**config.mk**
```make
export PLATFORM = sky130hd
export DESIGN_NAME = rgb2gray_stream_ctrl
export DESIGN_NICKNAME = d
export VERILOG_FILES = /design/src/rtl/rgb2gray_stream_ctrl.sv
export SDC_FILE = /design/constraint.sdc
export NUM_CORES = 1
export LEC_CHECK = 0
export CAP_MARGIN = 10
export CORE_ASPECT_RATIO = 1.25
export CORE_MARGIN = 4
export CORE_UTILIZATION = 30
export DETAILED_ROUTE_END_ITERATION = 12
export REMOVE_ABC_BUFFERS = 1
export SETUP_SLACK_MARGIN = 0.4
export SYNTH_ARGS = -nofsm -noshare
export SYNTH_HDL_FRONTEND = slang
export SYNTH_SLANG_ARGS = --single-unit
```
**constraint.sdc**
```tcl
create_clock -name clk -period 5.9 [get_ports clk]
set_clock_uncertainty 0.2 [all_clocks]
set_input_delay 1.18 -clock clk [delete_from_list [all_inputs] [get_ports clk]]
set_output_delay 1.18 -clock clk [all_outputs]
set_load 0.005 [all_outputs]
```
**src/rtl/rgb2gray_stream_ctrl.sv**
```systemverilog
// rtl/rgb2gray_stream_ctrl.sv - frame sequencer for the combinational float RGB-to-gray datapath
// Reads one pixel, holds the operands for a settle window, then writes the result with backpressure.
module rgb2gray_stream_ctrl #(
  parameter int DATA_W     = 32,
  parameter int ADDR_W     = 18,
  parameter int SETTLE_CYC = 6
) (
  input  logic              clk,
  input  logic              rst,
  input  logic              start,
  input  logic              abort,
  input  logic [ADDR_W:0]   pix_count,
  output logic              rd_en,
  output logic [ADDR_W-1:0] rd_addr,
  input  logic [DATA_W-1:0] rd_r,
  input  logic [DATA_W-1:0] rd_g,
  input  logic [DATA_W-1:0] rd_b,
  output logic [DATA_W-1:0] dp_r,
  output logic [DATA_W-1:0] dp_g,
  output logic [DATA_W-1:0] dp_b,
  input  logic [DATA_W-1:0] dp_out,
  output logic              wr_en,
  output logic [ADDR_W-1:0] wr_addr,
  output logic [DATA_W-1:0] wr_data,
  input  logic              out_ready,
  output logic              busy,
  output logic              done
);

  typedef enum logic [2:0] {
    S_IDLE   = 3'd0,
    S_READ   = 3'd1,
    S_LOAD   = 3'd2,
    S_SETTLE = 3'd3,
    S_WRITE  = 3'd4,
    S_DONE   = 3'd5
  } state_t;

  localparam logic [ADDR_W:0] MAX_CNT     = {1'b1, {ADDR_W{1'b0}}};
  localparam logic [ADDR_W:0] ONE_CNT     = {{ADDR_W{1'b0}}, 1'b1};
  localparam logic [7:0]      SETTLE_INIT = 8'(SETTLE_CYC);

  state_t              state_q, state_d;
  logic [ADDR_W-1:0]   idx_q, idx_d;
  logic [ADDR_W:0]     cnt_q, cnt_d;
  logic [7:0]          settle_q, settle_d;
  logic [DATA_W-1:0]   dpr_q, dpr_d;
  logic [DATA_W-1:0]   dpg_q, dpg_d;
  logic [DATA_W-1:0]   dpb_q, dpb_d;

  logic [ADDR_W:0]     pix_clamped;
  logic                last_pix;
  logic                abort_act;

  // Counts above the addressable range would make the index wrap; clamp them at the source.
  assign pix_clamped = (pix_count > MAX_CNT) ? MAX_CNT : pix_count;
  assign last_pix    = ({1'b0, idx_q} == (cnt_q - ONE_CNT));
  assign abort_act   = abort && (state_q != S_IDLE);

  always_ff @(posedge clk or posedge rst) begin
    if (rst) begin
      state_q  <= S_IDLE;
      idx_q    <= '0;
      cnt_q    <= '0;
      settle_q <= '0;
      dpr_q    <= '0;
      dpg_q    <= '0;
      dpb_q    <= '0;
    end else begin
      state_q  <= state_d;
      idx_q    <= idx_d;
      cnt_q    <= cnt_d;
      settle_q <= settle_d;
      dpr_q    <= dpr_d;
      dpg_q    <= dpg_d;
      dpb_q    <= dpb_d;
    end
  end

  always_comb begin
    state_d = state_q;
    case (state_q)
      S_IDLE:   if (start) state_d = (pix_clamped == '0) ? S_DONE : S_READ;
      S_READ:   state_d = S_LOAD;
      S_LOAD:   state_d = S_SETTLE;
      S_SETTLE: if (settle_q <= 8'd1) state_d = S_WRITE;
      S_WRITE:  if (out_ready) state_d = last_pix ? S_DONE : S_READ;
      S_DONE:   state_d = S_IDLE;
      default:  state_d = S_IDLE;
    endcase
    // Abort overrides everything, including a write transfer in the same cycle.
    if (abort_act) state_d = S_IDLE;
  end

  always_comb begin
    idx_d    = idx_q;
    cnt_d    = cnt_q;
    settle_d = settle_q;
    dpr_d    = dpr_q;
    dpg_d    = dpg_q;
    dpb_d    = dpb_q;
    case (state_q)
      S_IDLE: begin
        if (start) begin
          cnt_d = pix_clamped;
          idx_d = '0;
        end
      end
      S_LOAD: begin
        dpr_d    = rd_r;
        dpg_d    = rd_g;
        dpb_d    = rd_b;
        settle_d = SETTLE_INIT;
      end
      S_SETTLE: settle_d = settle_q - 8'd1;
      S_WRITE: begin
        if (out_ready && !last_pix && !abort_act) idx_d = idx_q + 1'b1;
      end
      default: ;
    endcase
  end

  always_comb begin
    rd_en   = (state_q == S_READ);
    wr_en   = (state_q == S_WRITE);
    done    = (state_q == S_DONE);
    busy    = (state_q != S_IDLE);
    rd_addr = idx_q;
    wr_addr = idx_q;
    wr_data = dp_out;
    dp_r    = dpr_q;
    dp_g    = dpg_q;
    dp_b    = dpb_q;
  end

endmodule

```
; ---- Word level (Yosys, flattened, before mapping)
; Index checks and enable logic that the tools add are counted.
[totals]
register_bits = 144
inputBits = 152
output_inout_bits = 168
elab_cells = 48
[classes]
add_sub_neg = 3
n_lt_le_gt_ge = 2
eq_ne = 11
n_mux = 12
n_reduce_logical = 13
[ops]
columns = op, n
row1 = 18-bit 2-to-1 mux, 2
row2 = 18-bit case mux with 2 select lines, 1
row3 = 18-bit by 19-bit == test with 1-bit output, 1
row4 = "19-bit > comparator, second input constant", 1
row5 = 19-bit zero test, 1
row6 = 19-bit 2-to-1 mux, 1
row7 = "19-bit by 1-bit subtractor with 19-bit output, second input constant", 1
row8 = "18-bit by 1-bit adder with 18-bit output, second input constant", 1
row9 = 3-bit 2-to-1 mux, 6
row10 = 8-bit case mux with 2 select lines, 1
row11 = 3-bit case mux with 5 select lines, 1
row12 = "8-bit by 1-bit <= comparator with 1-bit output, second input constant", 1
row13 = "8-bit by 1-bit subtractor with 8-bit output, second input constant", 1
row14 = "3-bit by 2-bit == test with 1-bit output, second input constant", 2
row15 = "3-bit == test, second input constant", 2
row16 = "3-bit inequality test, second input constant", 2
row17 = 3-bit AND reduction, 2
row18 = 2-bit nonzero test, 2
row19 = "3-bit by 1-bit == test with 1-bit output, second input constant", 1
row20 = 1-bit logical AND, 3
row21 = 3-bit zero test, 1
row22 = "3-bit by 1-bit inequality test with 1-bit output, second input constant", 1
row23 = 3-bit nonzero test, 1
row24 = 1-bit zero test, 2
row25 = 3 further kinds, 3

; ---- Logic depth before layout (Yosys ltp)
; Gate-level depths: netlist of run 1.
[depth]
depth_word = 7
ltp_mapped = 12

; ---- Least setup slack after synthesis of run 1
; No wires, ideal clock.
[synth_path]
path_type = input to register
start = input pix_count[2]
end = register cnt_q[10]
setup_time_ns = 0.066
arrival_ns = 2.911
required_ns = 5.634
setup_slack_ns = 2.723
cell_stages = 5
n_path_buf = 1
cell_sequence = or4_1 or4_1 a21oi_1 clkbuf_1 a22o_1
[synth_between]
elab_chain_len = 2
[synth_lines]
columns = element, line_no
row1 = start: declaration, 12  ; input logic [ADDR_W:0] pix_count,
row2 = 19-bit > comparator, 56  ; assign pix_clamped = (pix_count > MAX_CNT) ? MAX_CNT : pix_count;
row3 = 19-bit 2-to-1 mux, 56
row4 = end signal: assignment, 72  ; cnt_q <= cnt_d;
row5 = end: declaration, 45  ; logic [ADDR_W:0] cnt_q, cnt_d;
; Every way passes these cells.
; A chain may end at the register's enable or synchronous reset.

; ---- Worst setup path in the final report of run 1
[layout_path]
start = input pix_count[13]
end = register cnt_q[14]
; Same word-level chain as after synthesis.

==> results of run 1 <==
==> cell usage in the layout (no fill, tap or decap), types with 6 or more instances in the layout <==
| master | synthesis | layout |
|---|---|---|
| nand3_1 | 14 | 14 |
| mux2_2 | 96 | 96 |
| dfrtp_1 | 144 | 144 |
| or4_1 | 9 | 9 |
| nand2_1 | 42 | 42 |
| clkdlybuf4s50_1 | 0 | 255 |
| nand4_1 | 9 | 9 |
| a22o_1 | 13 | 13 |
| inv_6 | 0 | 6 |
| or3_1 | 10 | 10 |
| clkbuf_16 | 0 | 17 |
| xnor2_1 | 12 | 12 |
| and3_1 | 6 | 6 |
| buf_4 | 51 | 6 |
| a21oi_1 | 18 | 18 |
| xor2_1 | 12 | 12 |
| nor3_1 | 15 | 15 |
| nand3b_1 | 7 | 7 |
| nor3b_1 | 6 | 6 |
| o21ai_0 | 14 | 14 |
| nor2_1 | 17 | 16 |
| inv_1 | 9 | 8 |
==> path summary, 6_finish.rpt <==
| kind | end | depth (start not counted) |
|---|---|---|
| max in group asynchronous | dp_r[14] | 3 |
| min in group asynchronous | dp_b[21] | 2 |
| setup / recovery | cnt_q[14] | 6 |
| hold reg to reg | dp_b[25] | 1 |
| setup reg to reg | rd_addr[0] | 11 |
| hold / removal | dp_b[25] | 1 |
==> final cells by class <==
type	instances	area, µm²	share of cell area
Sequential cell	144	3600	0.362
Multi-Input combinational cell	362	2800	0.281
Timing Repair Buffer	261	2600	0.261
Clock buffer	17	425	0.0427
Tap cell	283	354	0.0355
Clock inverter	14	145	0.0146
Inverter	9	38.8	0.00389
==> layer usage <==
metal  routed length (µm)  GRT usage  part of all wire
met1                 8390      0.193              0.42
met2                 9540      0.250              0.47
met3                 2040     0.0604              0.10
met4                  212     0.0365             0.011
met5                    0     0.0162                 0
==> power by group <==
| part | internal [µW] | total, µW | switching [µW] |
|---|---|---|---|
| sequential | 1420 | 1760 | 334 |
| combinational | 1290 | 2050 | 760 |
| clock | 593 | 1060 | 466 |
==> worst reg2reg max path: stages (launching register included) <==
cell	delay, ns
dfrtp_1	0.44
inv_1	0.11
ha_1	0.26
nor4b_4	0.38
and3_1	0.27
nor3b_1	0.28
xnor2_1	0.16
o21ai_1	0.12
a2111oi_4	0.33
buf_4	0.35
nor2_1	0.14
mux2i_1	0.13
==> synthesized netlist by cell type, drive strengths merged, types with 3 or more instances <==
| cell type | number | area, µm² |
|---|---|---|
| dfrtp | 144 | 3600 |
| mux2 | 96 | 1080 |
| buf | 57 | 423 |
| nand2 | 42 | 158 |
| a21oi | 18 | 90.1 |
| o21ai | 18 | 90.1 |
| clkbuf | 17 | 63.8 |
| nor2 | 17 | 63.8 |
| nor3 | 15 | 75.1 |
| nand3 | 14 | 70.1 |
| a22o | 13 | 114 |
| xnor2 | 12 | 105 |
| xor2 | 12 | 105 |
| or3 | 10 | 62.6 |
| inv | 9 | 33.8 |
| nand4 | 9 | 56.3 |
| or4 | 9 | 67.6 |
| nand3b | 7 | 52.6 |
| nor4 | 7 | 65.1 |
| and3 | 6 | 37.5 |
| nor3b | 6 | 45.0 |
| nand2b | 5 | 31.3 |
| o211ai | 5 | 37.5 |
| o31ai | 5 | 37.5 |
| ha | 4 | 50.1 |
| a211oi | 3 | 22.5 |
| and4 | 3 | 26.3 |
| mux2i | 3 | 30.0 |
| nor2b | 3 | 18.8 |
==> sequential cells by signal, summed over array words and instances, names as in the netlist <==
name	flops
dp_b	32
dp_g	32
dp_r	32
cnt_q	19
rd_addr	18
settle_q	8
state_q	3
==> through the flow <==
step / utilization / power (µW)
after detailed placement: 0.419 / 3870
after floorplan: - / 2810
after global placement: 0.419 / 3840
final: 0.444 / 4870
after global routing: 0.444 / 5210
after CTS: 0.444 / 4960
==> logic make-up (layout without fill, tap and decap cells) <==
| logic type | after synthesis | count (layout) | share of synthesized area |
|---|---|---|---|
| simple gates | 157 | 157 | 0.127 |
| mux | 99 | 99 | 0.161 |
| xor+xnor | 24 | 24 | 0.0304 |
| compound gates | 78 | 78 | 0.0789 |
| flops | 144 | 144 | 0.521 |
| fa+ha+maj | 4 | 4 | 0.00724 |
| buf+inv | 83 | 301 | 0.0753 |
==> reports/qor.yml, run 1 <==
sta:
  finalCritPeriodShare: 0.627
  fin_crit_ns: 3.70
  hold_violations: 0
  whs_ns: 0.303
  clock.fmax_mhz: 270
  final_max_slew_viol_count: 0
  setup_viol: 0
  fin_ws_ns: 2.20
  rsz0062_at_grt: "no"
  worst_pin_slew_ns: 1.20
  fin_setup_tns_ns: 0
  max_slew_margin: 0.202
global_route:
  grt.total_usage: 0.155
  grt_pass1_wl_mm: 30.5
  grt_antenna_before_repair: 0
  grt_pass1_vias: 5384
  grt_max_degree: 72
  grt_overflow_total: 0
critical_path:
  end_kind: "flop"
  crit_type: "in -> reg"
  crit_path_start_kind: "input pin"
  rrSetupSlack_ns: 2.60
  crit_arrival_ns: 3.84
  r2r-start: "cnt_q[0]"
  crit_slowest_cell: "a21oi_1"
  cp-startpoint: "pix_count[13]"
  path_cells: "clkdlybuf4s50_1, nor4_1, nand3_1, or4_1, a21oi_1, a22o_1"
  worst_ep_required_time_ns: 6.05
  cp_max_fo: 14
  cpPeakStageDelay_ns: 0.95
  crit_buf_inv: 1
  crit_family: "compound AO/OA/AOI/OAI gates"
layout:
  drive_gt1_frac: 0.176
  syn_to_final_growth_pct: 44.1
  final_cell_area_um2: 9960
  fin_cells: 1090
  fill_cells: 2138
  nNetsFinal: 951
  diodes: 0
placed_design:
  numPortBuffers: 255
  dp.cells: 1059
  place_area_um2: 9390
  pre_cts_slack_ns: 1.83
  hpwl_mm: 15.1
  routabilityCongestion: 0.786
logic_synthesis:
  yosysSeqAreaShare: 0.521
  ys_warn_count: 0
  syn_area_um2: 6920
  netlist_instances: 589
  synth_flop_cell: "dfrtp_1"
  async_reset_ff_frac: 1.00
  ys_types: 52
  synth-seq-cells: 144
  synth-edff-count: 0
  syn_avg_cell_area_um2: 11.7
cts:
  clk_pin_slew_worst_paths_ns: 0.06
  cts_setup_buffers: 0
  numClockSinks: 144
  cts_tree: "built"
  clk_latency_ns: 0.42
  cts-hold-fix-buffers: 0
  numCtsBuffers: 17
  cts-htree-levels: 4
  post_cts_resized: 0
  clk_path_buf_depth: 2
  root_buffer: "clkbuf_16"
job:
  cap_violations: 0
routing:
  drt-total-wl_mm: 20.2
  drtPass1Iterations: 4
  drc: 0
  routed-via-count: 5355
  viasPerCell: 4.91
  final_antenna_net_count: 0
  drtIter0Drc: 187
  routedWlPerCell_um: 18.5
power:
  ir_drop_mv: 0.211
  p_leak_uw: 0.00404
  powerDensity_nw_per_um2: 489
die:
  start_util: 0.308
  boundaryPins: 320
  core_um2: 22400
  die_w_um: 144
  dieArea_um2: 25600
  fp.dieH_um: 178
  rows: 61
run_status:
  outcome: "complete, no violations"
min_path:
  hold_start: "dp_b[25]"
  hold_path_class: "reg -> reg"
No activity file was read; power rests on OpenSTA's default activity.
==> run 2, diff against run 1 <==
clock period = 3.55 ns   (was 5.9 ns; I/O delays follow)
==> reports/qor.yml, run 2 (synthesis gave the netlist of run 1 again) <==
critical_path:
  rrSetupSlack_ns: 0.51  # -2.09 ns
  rr_endpoint: "rd_addr[3]"
  cpPeakStageDelay_ns: 0.43  # -0.52 ns
  worst_ep_required_time_ns: 3.65  # -2.40 ns
  crit_slowest_cell: "dfrtp_1"
  r2r-start: "cnt_q[0]"
  crit_type: "reg -> reg"
  path_cells: "inv_1, ha_2, o21ba_2, a221oi_1, a31o_2, o2111ai_1, a2111o_1, a2111oi_4, buf_4, buf_6, nor3_1, mux2i_1"
  cp_max_fo: 16  # +2
  crit_buf_inv: 3  # +2
  crit_arrival_ns: 3.14  # -0.70 ns
  reg2reg_depth: 12  # +1
  crit_family: "compound AO/OA/AOI/OAI gates"
  crit_path_start_kind: "flop"
  end_kind: "flop"
layout:
  nNetsFinal: 960  # +0.95%
  diodes: 0  # unchanged
  drive_gt1_frac: 0.195  # +0.0189
  layout_commonest_cell: "clkdlybuf4s50_1"
  final_cell_mix: "clkdlybuf4s50_1, dfrtp_1, mux2_2"
  syn_to_final_growth_pct: 45.9
  final_cell_area_um2: 10100  # +1.3%
  fin_cells: 1099  # +0.83%
  fill_cells: 2129  # -0.42%
global_route:
  grt_antenna_before_repair: 0  # unchanged
  grt_pass1_vias: 5461  # +1.4%
  grt_overflow_total: 0  # unchanged
  grt_max_degree: 98  # +36%
  grt_pass1_wl_mm: 30.8  # +0.77%
  grt.total_usage: 0.156  # +0.00122
die:
  die_w_um: 144  # unchanged
  core_um2: 22400  # unchanged
  boundaryPins: 320  # unchanged
  dieArea_um2: 25600  # unchanged
  rows: 61  # unchanged
  fp.dieH_um: 178  # unchanged
  start_util: 0.308  # unchanged
power:
  powerDensity_nw_per_um2: 809  # +65%
  p_leak_uw: 0.00409  # +1.3%
  ir_drop_mv: 0.368  # +74%
  total_power_uw: 8160  # +68%
routing:
  routedWlPerCell_um: 18.6  # +0.40%
  drtIter0Drc: 184  # -1.6%
  drc: 0  # unchanged
  routed-via-count: 5348  # -0.13%
  viasPerCell: 4.87  # -0.95%
  routed.top_layer: "met4"
  drtPass1Iterations: 4  # unchanged
  routed-wl-met3_mm: 1.89  # -7.1%
  final_antenna_net_count: 0  # unchanged
  drt-total-wl_mm: 20.4  # +1.2%
  wl_met1_mm: 8.57  # +2.2%
  met2WireLength_mm: 9.55  # +0.12%
min_path:
  whs_path_depth: 1  # unchanged
  hold_path_class: "reg -> reg"
  hold_start: "dp_r[27]"
  hold_path_end: "dp_r[27]"
sta:
  hold_violations: 0  # unchanged
  fin_ws_ns: 0.508  # -1.69 ns
  setup_viol: 0  # unchanged
  finalCritPeriodShare: 0.857
  clock.fmax_mhz: 329
  max_slew_margin: 0.449  # +0.247
  worst_pin_slew_ns: 0.827  # -0.370 ns
  rsz0062_at_grt: "no"
  fin_setup_tns_ns: 0  # unchanged
  final_max_slew_viol_count: 0  # unchanged
  fin_crit_ns: 3.04
placed_design:
  hpwl_mm: 14.7  # -2.2%
  routabilityCongestion: 0.821  # +4.4%
  dp.cells: 1062  # +0.28%
  numPortBuffers: 255  # unchanged
  pre_cts_slack_ns: 0.377  # -1.45 ns
  place_area_um2: 9440  # +0.51%
cts:
  clk_latency_ns: 0.42  # about the same
  cts-htree-levels: 4  # unchanged
  clk_pin_slew_worst_paths_ns: 0.07  # about the same
  root_buffer: "clkbuf_16"
  cts_tree: "built"
  clk_path_buf_depth: 2  # unchanged
  numCtsBuffers: 17  # unchanged
  numClockSinks: 144  # unchanged
job:
  cap_violations: 0  # unchanged
run_status:
  outcome: "complete, no violations"
## run 2: cell count changes in the layout (fill, tap and decap cells not counted), sizes merged
cell and change:
buf +8, bufinv -1, clkbuf +1, inv +1
## run 2: area by class of cell
| type | count | area [µm²] | share of cell area |
|---|---|---|---|
| inverters | 9 | 38.8 | 0.00384 |
| clock buffers | 17 | 425 | 0.0422 |
| well taps | 283 | 354 | 0.0351 |
| multi-input cells | 362 | 2850 | 0.282 |
| repair buffers | 270 | 2700 | 0.267 |
| flip-flops and latches | 144 | 3600 | 0.357 |
| clock inverters | 14 | 121 | 0.0120 |
## run 2: worst max-delay path by stage
| stage | start | endpoint | slack, ns | cells after the start |
|---|---|---|---|---|
| after floorplan | state_q[2] | dp_b[0] | -2.06 | 3 |
| after global placement | cnt_q[0] | rd_addr[0] | 0.45 | 10 |
| after detailed placement | cnt_q[0] | rd_addr[0] | 0.38 | 11 |
| after CTS | cnt_q[0] | rd_addr[0] | 0.46 | 11 |
| after global routing | cnt_q[0] | rd_addr[17] | 0.34 | 12 |
| final | cnt_q[0] | rd_addr[3] | 0.51 | 12 |
## run 2: power by group
part | switching [µW] | total (µW) | internal (µW)
Combinational | 1290 | 3530 | 2240
Sequential | 571 | 2940 | 2370
Clock | 779 | 1690 | 914
## run 2: timing repair
item                                    in CTS  in global routing
setup buffers                                1                  3
gates cloned                                 0                  2
hold buffers                                 0                  0
resized for setup                            1                 14
pin swaps                                    0                  3
endpoints found under the setup margin      15                 19
## run 2: metal layers
layer | global-route usage | vias to the layer above
met2 | 0.246 | 244
met4 | 0.0498 | 0
met3 | 0.0601 | 29
met5 | 0.0162 | -
met1 | 0.195 | 2581
li1 | - | 2494
## run 2: stage by stage
stage | hold slack [ns] | utilization
finish | 0.304 | 0.450
global placement | 0.288 | 0.421
CTS | 0.309 | 0.446
global route | 0.313 | 0.450
floorplan | 0.255 | -
detailed placement | 0.294 | 0.421
